### config.mk
export PLATFORM = sky130hd
export DESIGN_NAME = mem_arbiter_rr
export DESIGN_NICKNAME = d
export VERILOG_FILES = /design/src/rtl/mem_arbiter_rr_pkg.sv /design/src/rtl/mem_arbiter_rr_prio_enc.sv /design/src/rtl/mem_arbiter_rr.sv
export SDC_FILE = /design/constraint.sdc
export NUM_CORES = 1
export LEC_CHECK = 0
export ABC_AREA = 1
export CAP_MARGIN = 20
export CORE_AREA = 2 2 545 547
export DETAILED_ROUTE_END_ITERATION = 6
export DIE_AREA = 0 0 547 549
export GPL_TIMING_DRIVEN = 0
export PLACE_DENSITY = 0.3
export SKIP_LAST_GASP = 1
export SLEW_MARGIN = 0
export SYNTH_ARGS = -nofsm -noshare
export SYNTH_HDL_FRONTEND = slang
export SYNTH_SLANG_ARGS = --single-unit
### constraint.sdc
create_clock -name clk -period 18.5 [get_ports clk]
set_clock_uncertainty 0.05 [all_clocks]
set_input_delay 3.7 -clock clk [delete_from_list [all_inputs] [get_ports clk]]
set_output_delay 3.7 -clock clk [all_outputs]
set_load 0.1 [all_outputs]
### src/rtl/mem_arbiter_rr_pkg.sv
// Shared types for the line-granular memory arbiter: FSM states and grant policy.
package rv32i_types;

   typedef enum logic [1:0] {
      IDLE,
      BUSY,
      DONE
   } arb_state_t;

   typedef enum logic {
      ARB_RR,
      ARB_FIXED
   } arb_mode_t;

endpackage

### src/rtl/mem_arbiter_rr_prio_enc.sv
// Rotating priority encoder: first set request at or after start, wrapping modulo N.
module rr_priority_encoder #(
   parameter int unsigned N = 2
) (
   input  logic [N-1:0]         req,
   input  logic [$clog2(N)-1:0] start,
   output logic                 found,
   output logic [$clog2(N)-1:0] idx
);

   localparam int unsigned IW = $clog2(N);

   logic [2*N-1:0] dbl;
   logic [N-1:0]   rot;
   logic [IW-1:0]  off;
   logic [IW:0]    sum;

   // Rotate so bit 0 of rot corresponds to port 'start'.
   assign dbl = {req, req} >> start;
   assign rot = dbl[N-1:0];

   always_comb begin
      found = 1'b0;
      off   = '0;
      for (int unsigned k = 0; k < N; k++) begin
         if (!found && rot[k]) begin
            found = 1'b1;
            off   = IW'(k);
         end
      end
   end

   always_comb begin
      sum = {1'b0, start} + {1'b0, off};
      if (sum >= (IW + 1)'(N)) begin
         sum = sum - (IW + 1)'(N);
      end
      idx = sum[IW-1:0];
   end

endmodule

### src/rtl/mem_arbiter_rr.sv
// N-port cache-line arbiter in front of the single L2 port; one latched transaction at a time.
module mem_arbiter_rr
   import rv32i_types::*;
#(
   parameter int unsigned NUM_PORTS  = 2,
   parameter int unsigned LINE_WIDTH = 256,
   parameter int unsigned ADDR_WIDTH = 32,
   parameter arb_mode_t   ARB_MODE   = ARB_RR
) (
   input  logic                            clk,
   input  logic                            rst,
   input  logic [NUM_PORTS-1:0]            req_read,
   input  logic [NUM_PORTS-1:0]            req_write,
   input  logic [NUM_PORTS*ADDR_WIDTH-1:0] req_address,
   input  logic [NUM_PORTS*LINE_WIDTH-1:0] req_wdata,
   output logic [LINE_WIDTH-1:0]           req_rdata,
   output logic [NUM_PORTS-1:0]            req_resp,
   output logic [ADDR_WIDTH-1:0]           mem_address,
   output logic [LINE_WIDTH-1:0]           mem_wdata,
   output logic                            mem_read,
   output logic                            mem_write,
   input  logic [LINE_WIDTH-1:0]           mem_rdata,
   input  logic                            mem_resp,
   output logic                            grant_valid,
   output logic [$clog2(NUM_PORTS)-1:0]    grant_idx
);

   localparam int unsigned IW = $clog2(NUM_PORTS);

   arb_state_t state_q, state_d;

   logic [IW-1:0]         rr_ptr_q;
   logic [IW-1:0]         grant_idx_q;
   logic [IW-1:0]         ptr_next;
   logic                  mem_read_q, mem_write_q;
   logic [ADDR_WIDTH-1:0] mem_address_q;
   logic [LINE_WIDTH-1:0] mem_wdata_q;

   logic [NUM_PORTS-1:0]  req_any;
   logic [IW-1:0]         enc_start;
   logic                  enc_found;
   logic [IW-1:0]         enc_idx;
   logic                  sel_read, sel_write;
   logic [ADDR_WIDTH-1:0] sel_addr;
   logic [LINE_WIDTH-1:0] sel_wdata;
   logic                  launch, complete;

   assign req_any   = req_read | req_write;
   assign enc_start = (ARB_MODE == ARB_FIXED) ? '0 : rr_ptr_q;

   rr_priority_encoder #(
      .N(NUM_PORTS)
   ) u_enc (
      .req  (req_any),
      .start(enc_start),
      .found(enc_found),
      .idx  (enc_idx)
   );

   always_comb begin
      sel_read  = 1'b0;
      sel_write = 1'b0;
      sel_addr  = '0;
      sel_wdata = '0;
      for (int unsigned i = 0; i < NUM_PORTS; i++) begin
         if (enc_idx == IW'(i)) begin
            sel_read  = req_read[i];
            sel_write = req_write[i];
            sel_addr  = req_address[i*ADDR_WIDTH +: ADDR_WIDTH];
            sel_wdata = req_wdata[i*LINE_WIDTH +: LINE_WIDTH];
         end
      end
   end

   assign launch   = (state_q == IDLE) && enc_found;
   assign complete = (state_q == BUSY) && mem_resp;
   assign ptr_next = (grant_idx_q == IW'(NUM_PORTS - 1)) ? '0 : grant_idx_q + 1'b1;

   always_ff @(posedge clk or posedge rst) begin
      if (rst) begin
         state_q <= IDLE;
      end else begin
         state_q <= state_d;
      end
   end

   // DONE is a mandatory dead cycle so a request the cache has not yet dropped is not re-granted.
   always_comb begin
      state_d = state_q;
      unique case (state_q)
         IDLE:    if (enc_found) state_d = BUSY;
         BUSY:    if (mem_resp) state_d = DONE;
         DONE:    state_d = IDLE;
         default: state_d = IDLE;
      endcase
   end

   always_comb begin
      grant_valid = (state_q == BUSY);
      req_resp    = '0;
      if (state_q == BUSY && mem_resp) begin
         req_resp = NUM_PORTS'(1) << grant_idx_q;
      end
   end

   always_ff @(posedge clk or posedge rst) begin
      if (rst) begin
         grant_idx_q   <= '0;
         rr_ptr_q      <= '0;
         mem_read_q    <= 1'b0;
         mem_write_q   <= 1'b0;
         mem_address_q <= '0;
         mem_wdata_q   <= '0;
      end else if (launch) begin
         grant_idx_q   <= enc_idx;
         // A simultaneous read and write latches as a write only.
         mem_write_q   <= sel_write;
         mem_read_q    <= sel_read & ~sel_write;
         mem_address_q <= sel_addr;
         mem_wdata_q   <= sel_wdata;
      end else if (complete) begin
         mem_read_q    <= 1'b0;
         mem_write_q   <= 1'b0;
         mem_address_q <= '0;
         mem_wdata_q   <= '0;
         if (ARB_MODE == ARB_RR) begin
            rr_ptr_q <= ptr_next;
         end
      end
   end

   assign grant_idx   = grant_idx_q;
   assign mem_read    = mem_read_q;
   assign mem_write   = mem_write_q;
   assign mem_address = mem_address_q;
   assign mem_wdata   = mem_wdata_q;
   assign req_rdata   = mem_rdata;

   a_strobe_excl: assert property (@(posedge clk) disable iff (rst) !(mem_read && mem_write));
   a_resp_onehot: assert property (@(posedge clk) disable iff (rst) $onehot0(req_resp));

endmodule

After elaboration in Yosys (flattened, before gate mapping)
Index checks and enable logic that the tools add are counted.
Word-level totals
  bits of input ports: 839
  bits in registers: 294
  word-level logic and storage cells: 48
  output and inout bits: 550
Cells by class
  add/sub/neg operators: 3
  magnitude comparators: 1
  reduce and logical (&&, ||, !) cells: 8
  equal/unequal tests: 3
  mux-type cells: 20
  bitwise logic cells: 4
  shift operators: 2
Operators by type and width (count)
  256-bit 2-to-1 mux: 3
  32-bit 2-to-1 mux: 3
  1-bit 2-to-1 mux: 10
  2-bit 2-to-1 mux: 3
  2-bit != test, second input constant: 2
  2-bit one-hot mux with 2 select lines: 1
  2-bit AND reduction: 2
  4-bit by 1-bit right shift with 2-bit output: 1
  1-bit logical AND: 3
  1-bit by 1-bit adder with 2-bit output: 1
  2-bit by 1-bit equality test with 1-bit output, second input constant: 1
  2-bit >= comparator, second input constant: 1
  2-bit logical NOT: 1
  1-bit NOT: 2
  2-bit OR: 1
  2-bit nonzero test: 1
  1-bit by 1-bit left shift with 2-bit output, first input constant: 1
  1-bit adder, second input constant: 1
  1-bit AND: 1
  1-bit logical NOT: 1
  1-bit subtractor, second input constant: 1

Depth between registers and ports, before layout
  depth in word-level cells: 13
  gate-level depth with buffers: 10
  depth with buffers taken out: 8

Hierarchy
Synthesis repeated with hierarchy kept, for this count alone.
Unflattened totals
  cell total of the unflattened synthesis: 2478
  area, all modules: 17117.7 um2
Modules (own cells, without submodules)
  mem_arbiter_rr: times used 1, area an instance 17098.9 um2, seq. area each 7357.1 um2, cells each 2474
  rr_priority_encoder: times used 1, area an instance 18.8 um2, seq. area each 0.0 um2, cells each 4

Worst setup path before layout
Ideal clock, no wire load.
  kind: input to output
  start point: in mem_resp
  end point: out req_resp[1]
  required time: 14750 ps
  slack: 9665 ps
  cell stages on the path: 2
  data arrival time: 5085 ps
  path buffers: 0
  path through: nand2_2 nor2_1
Between the ends
  word-level cells in the longest chain between the ends: 2
Ends and longest elaborated chain
  from (decl): RTL line mem_arbiter_rr.sv:23  | input logic mem_resp,
  1-bit logical AND: RTL line mem_arbiter_rr.sv:101  | if (state_q == BUSY && mem_resp) begin
  2-bit 2-to-1 mux: RTL line mem_arbiter_rr.sv:101
  to (decl): RTL line mem_arbiter_rr.sv:17  | output logic [NUM_PORTS-1:0] req_resp,
No other way between the ends.

Worst setup path after layout
Same ends and word-level chain as after synthesis.

==> impl_metrics.tcl <==
set metrics [dict create \
    worst-setup-path-type "primary input to output pin" \
    r2r_end "mem_wdata[235]" \
    die_y_um 549 \
    hold-path-endpoint "mem_wdata[173]" \
    pwr-share-seq 0.154 \
    worst-path-buf-inv 3 \
    ir_worst_vdd_mv 0.129 \
    syn_avg_cell_area_um2 6.70 \
    min-delay-path-class "flip-flop to flip-flop" \
    postCtsHoldBufs 0 \
    ys.flop_type "dfrtp_1" \
    remaining_drc_errors 0 \
    synth.largest_area_cell "dfrtp_1" \
    drive_above_1_share 0.127 \
    crit_path_cell_trace "clkdlybuf4s50_1 > nand2_2 > nor2_1 > clkdlybuf4s50_1 > buf_12" \
    ys_top_cells_by_area "dfrtp_1, nand2_1, nand3_1" \
    core_mm2 0.295 \
    ys_ff_latch 294 \
    firstDrtPassIters 6 \
    finalSetupViolCount 0 \
    critical_path_arrival_ns 5.82 \
    ant_nets 0 \
    hold_depth 2 \
    worstPathMaxFanout 5 \
    syn_nets 3597 \
    clk_pin_slew_ns 0.05 \
    syn_area_mm2 0.0185 \
    drv_cap 0 \
    grt_start_max_net_pins 94 \
    cp_slowest_stage_delay_ns 0.77 \
    ys_warn_count 0 \
    drt_iter0_drc 1212 \
    p_per_area_mw_per_mm2 197 \
    numPortBuffers 1132 \
    die_w_um 547 \
    max_clock_freq_mhz 105 \
    ios 1389 \
    worstMarginPinSlew_ns 1.28 \
    slowest_stage "clkdlybuf4s50_1" \
    design.die.area_mm2 0.300 \
    ys_types 16 \
    cts.path.max_buffers 3 \
    critPathCaptureType "output pin" \
    grt_util_all_layers 0.116 \
    cts_tree "yes" \
    synth.most_common_cell "nand2_1" \
    min_from "mem_wdata[173]" \
    slew_violations 0 \
    viasPerCell 2.86 \
    grt_pass1_wl_mm 231 \
    antenna_found_initial 105 \
    yosys.area.top_type_share 0.398 \
    h-tree-depth 2 \
    std_cell_rows 200 \
    synth_cells 2758 \
    period_share 0.517 \
    fin_util 0.128 \
    cts_resized 0 \
    synth_edf_count 0 \
    p_sw_mw 4.65 \
    status "finished, final reports clean" \
    routedWlPerCell_um 22.6 \
    rr_startpoint "enc_start" \
    ys_seq_area_frac 0.398 \
    syn2layout_area_growth_pct 104 \
    vias 22854 \
    crit_path_start_kind "primary input" \
    combPwrFrac 0.721 \
    cts.sinks 294 \
    slew_headroom 0.145 \
    cts_made_buffers 44 \
    post_cts_buffers 0 \
    cp_common_cell "clkdlybuf4s50_1" \
    hold_viol_final 0 \
    place_congestion 0.844 \
    grt_overflow 0 \
    tns_ns 0 \
    insertion_delay_ns 0.63 \
    cp.required_ns 14.75 \
    ys_async_sr_fraction 1.00 \
    startpoint "mem_resp" \
    fin_crit_ns 9.57 \
    intPower_mw 2.77 \
    first_global_vias 23652 \
    root_buffer "clkbuf_16" \
    cp_top_family "buffers and inverters" \
    start_util 0.0626 \
    reg2regPathDepth 7 \
    leakage_nw 18.0 \
    nets 4838 \
    reg2reg_slack_ns 14.92 \
    place_hpwl_mm 159 \
    switching_share 0.627 \
    clock_power_share 0.124 \
    synth_common_cells "nand2_1, inv_1, nand3_1" \
    totalWireLength_mm 181 \
    rsz0062_at_grt "false" \
]
## cell families (layout without fill, tap and decap cells)
group	Yosys count	count (layout)	synth area share
buffers and inverters	998	2273	0.263
and+or+nand+nor	1462	1462	0.338
other	0	28	0
DFF	294	294	0.398
AOI/OAI and AO/OA	4	4	0.00108
## worst max-delay path by stage
stage                     slack [ns]  depth (start not counted)        endpoint
after floorplan                 6.63                          1       enc_start
after global placement          0.06                          2  mem_wdata[229]
after detailed placement        8.90                          5     req_resp[1]
after CTS                       8.88                          5     req_resp[1]
after global routing            8.81                          5     req_resp[1]
final                           8.93                          5     req_resp[1]
## per-stage QoR
step	hold WS, ns	total power, mW	instances	setup slack [ns]	instance area, um2
floorplan	0.470	4.43	2758	6.63	18500
global placement	0.414	6.31	7829	0.0583	34700
detailed placement	0.414	6.59	7892	8.90	36100
CTS	0.430	7.58	7972	8.88	37700
global route	0.445	7.76	7985	8.81	37700
finish	0.424	7.42	8000	8.93	37700
## area by class of cell
| class | count | area, um2 |
|---|---|---|
| clock inverter | 13 | 154 |
| tap | 3939 | 4930 |
| clock buffer | 67 | 1360 |
| inverter | 585 | 2200 |
| buffer | 413 | 2660 |
| multi-input combinational | 1466 | 6260 |
| fill | 34103 | 257000 |
| timing repair buffer | 1195 | 12700 |
| antenna | 28 | 70.1 |
| sequential | 294 | 7360 |
## worst register-to-register path, cell delays in order (launching register included)
cell and delay (ns):
dfrtp_1 0.37, nand2_2 0.49, nand2_2 0.86, buf_2 0.72, buf_2 0.49, nand2_1 0.10, nand3_1 0.26, nand2_1 0.10
## per-layer routing
| layer | global-route usage | vias up | wire [um] |
|---|---|---|---|
| li1 | - | 10470 | - |
| met1 | 0.137 | 10863 | 72400 |
| met2 | 0.195 | 1216 | 85000 |
| met3 | 0.0421 | 247 | 17600 |
| met4 | 0.0311 | 58 | 5330 |
| met5 | 0 | - | 382 |
## power by group through the flow
stage | clock network (mW) | registers, mW | logic, mW
finish | 0.922 | 1.15 | 5.35
global route | 0.989 | 1.18 | 5.59
CTS | 0.972 | 1.15 | 5.45
detailed placement | 0 | 1.15 | 5.44
global placement | 0 | 1.15 | 5.16
floorplan | 0 | 3.29 | 1.14
## flip-flops by register name, indices dropped and copies added, names as in the netlist
| name | flops |
|---|---|
| mem_write | 1 |
| grant_idx | 1 |
| mem_address | 32 |
| mem_wdata | 256 |
| state_q | 2 |
| enc_start | 1 |
| mem_read | 1 |
## layout by cell type (no fill, tap or decap), drive strengths merged
cell type	count
clkbuf	96
dfrtp	294
nor2	6
clkinvlp	1
diode	28
nand2	879
nand3	577
a21oi	1
clkinv	9
o21ai	3
bufinv	3
buf	454
inv	585
clkdlybuf4s50	1125
Power figures use the tool's default switching activity.
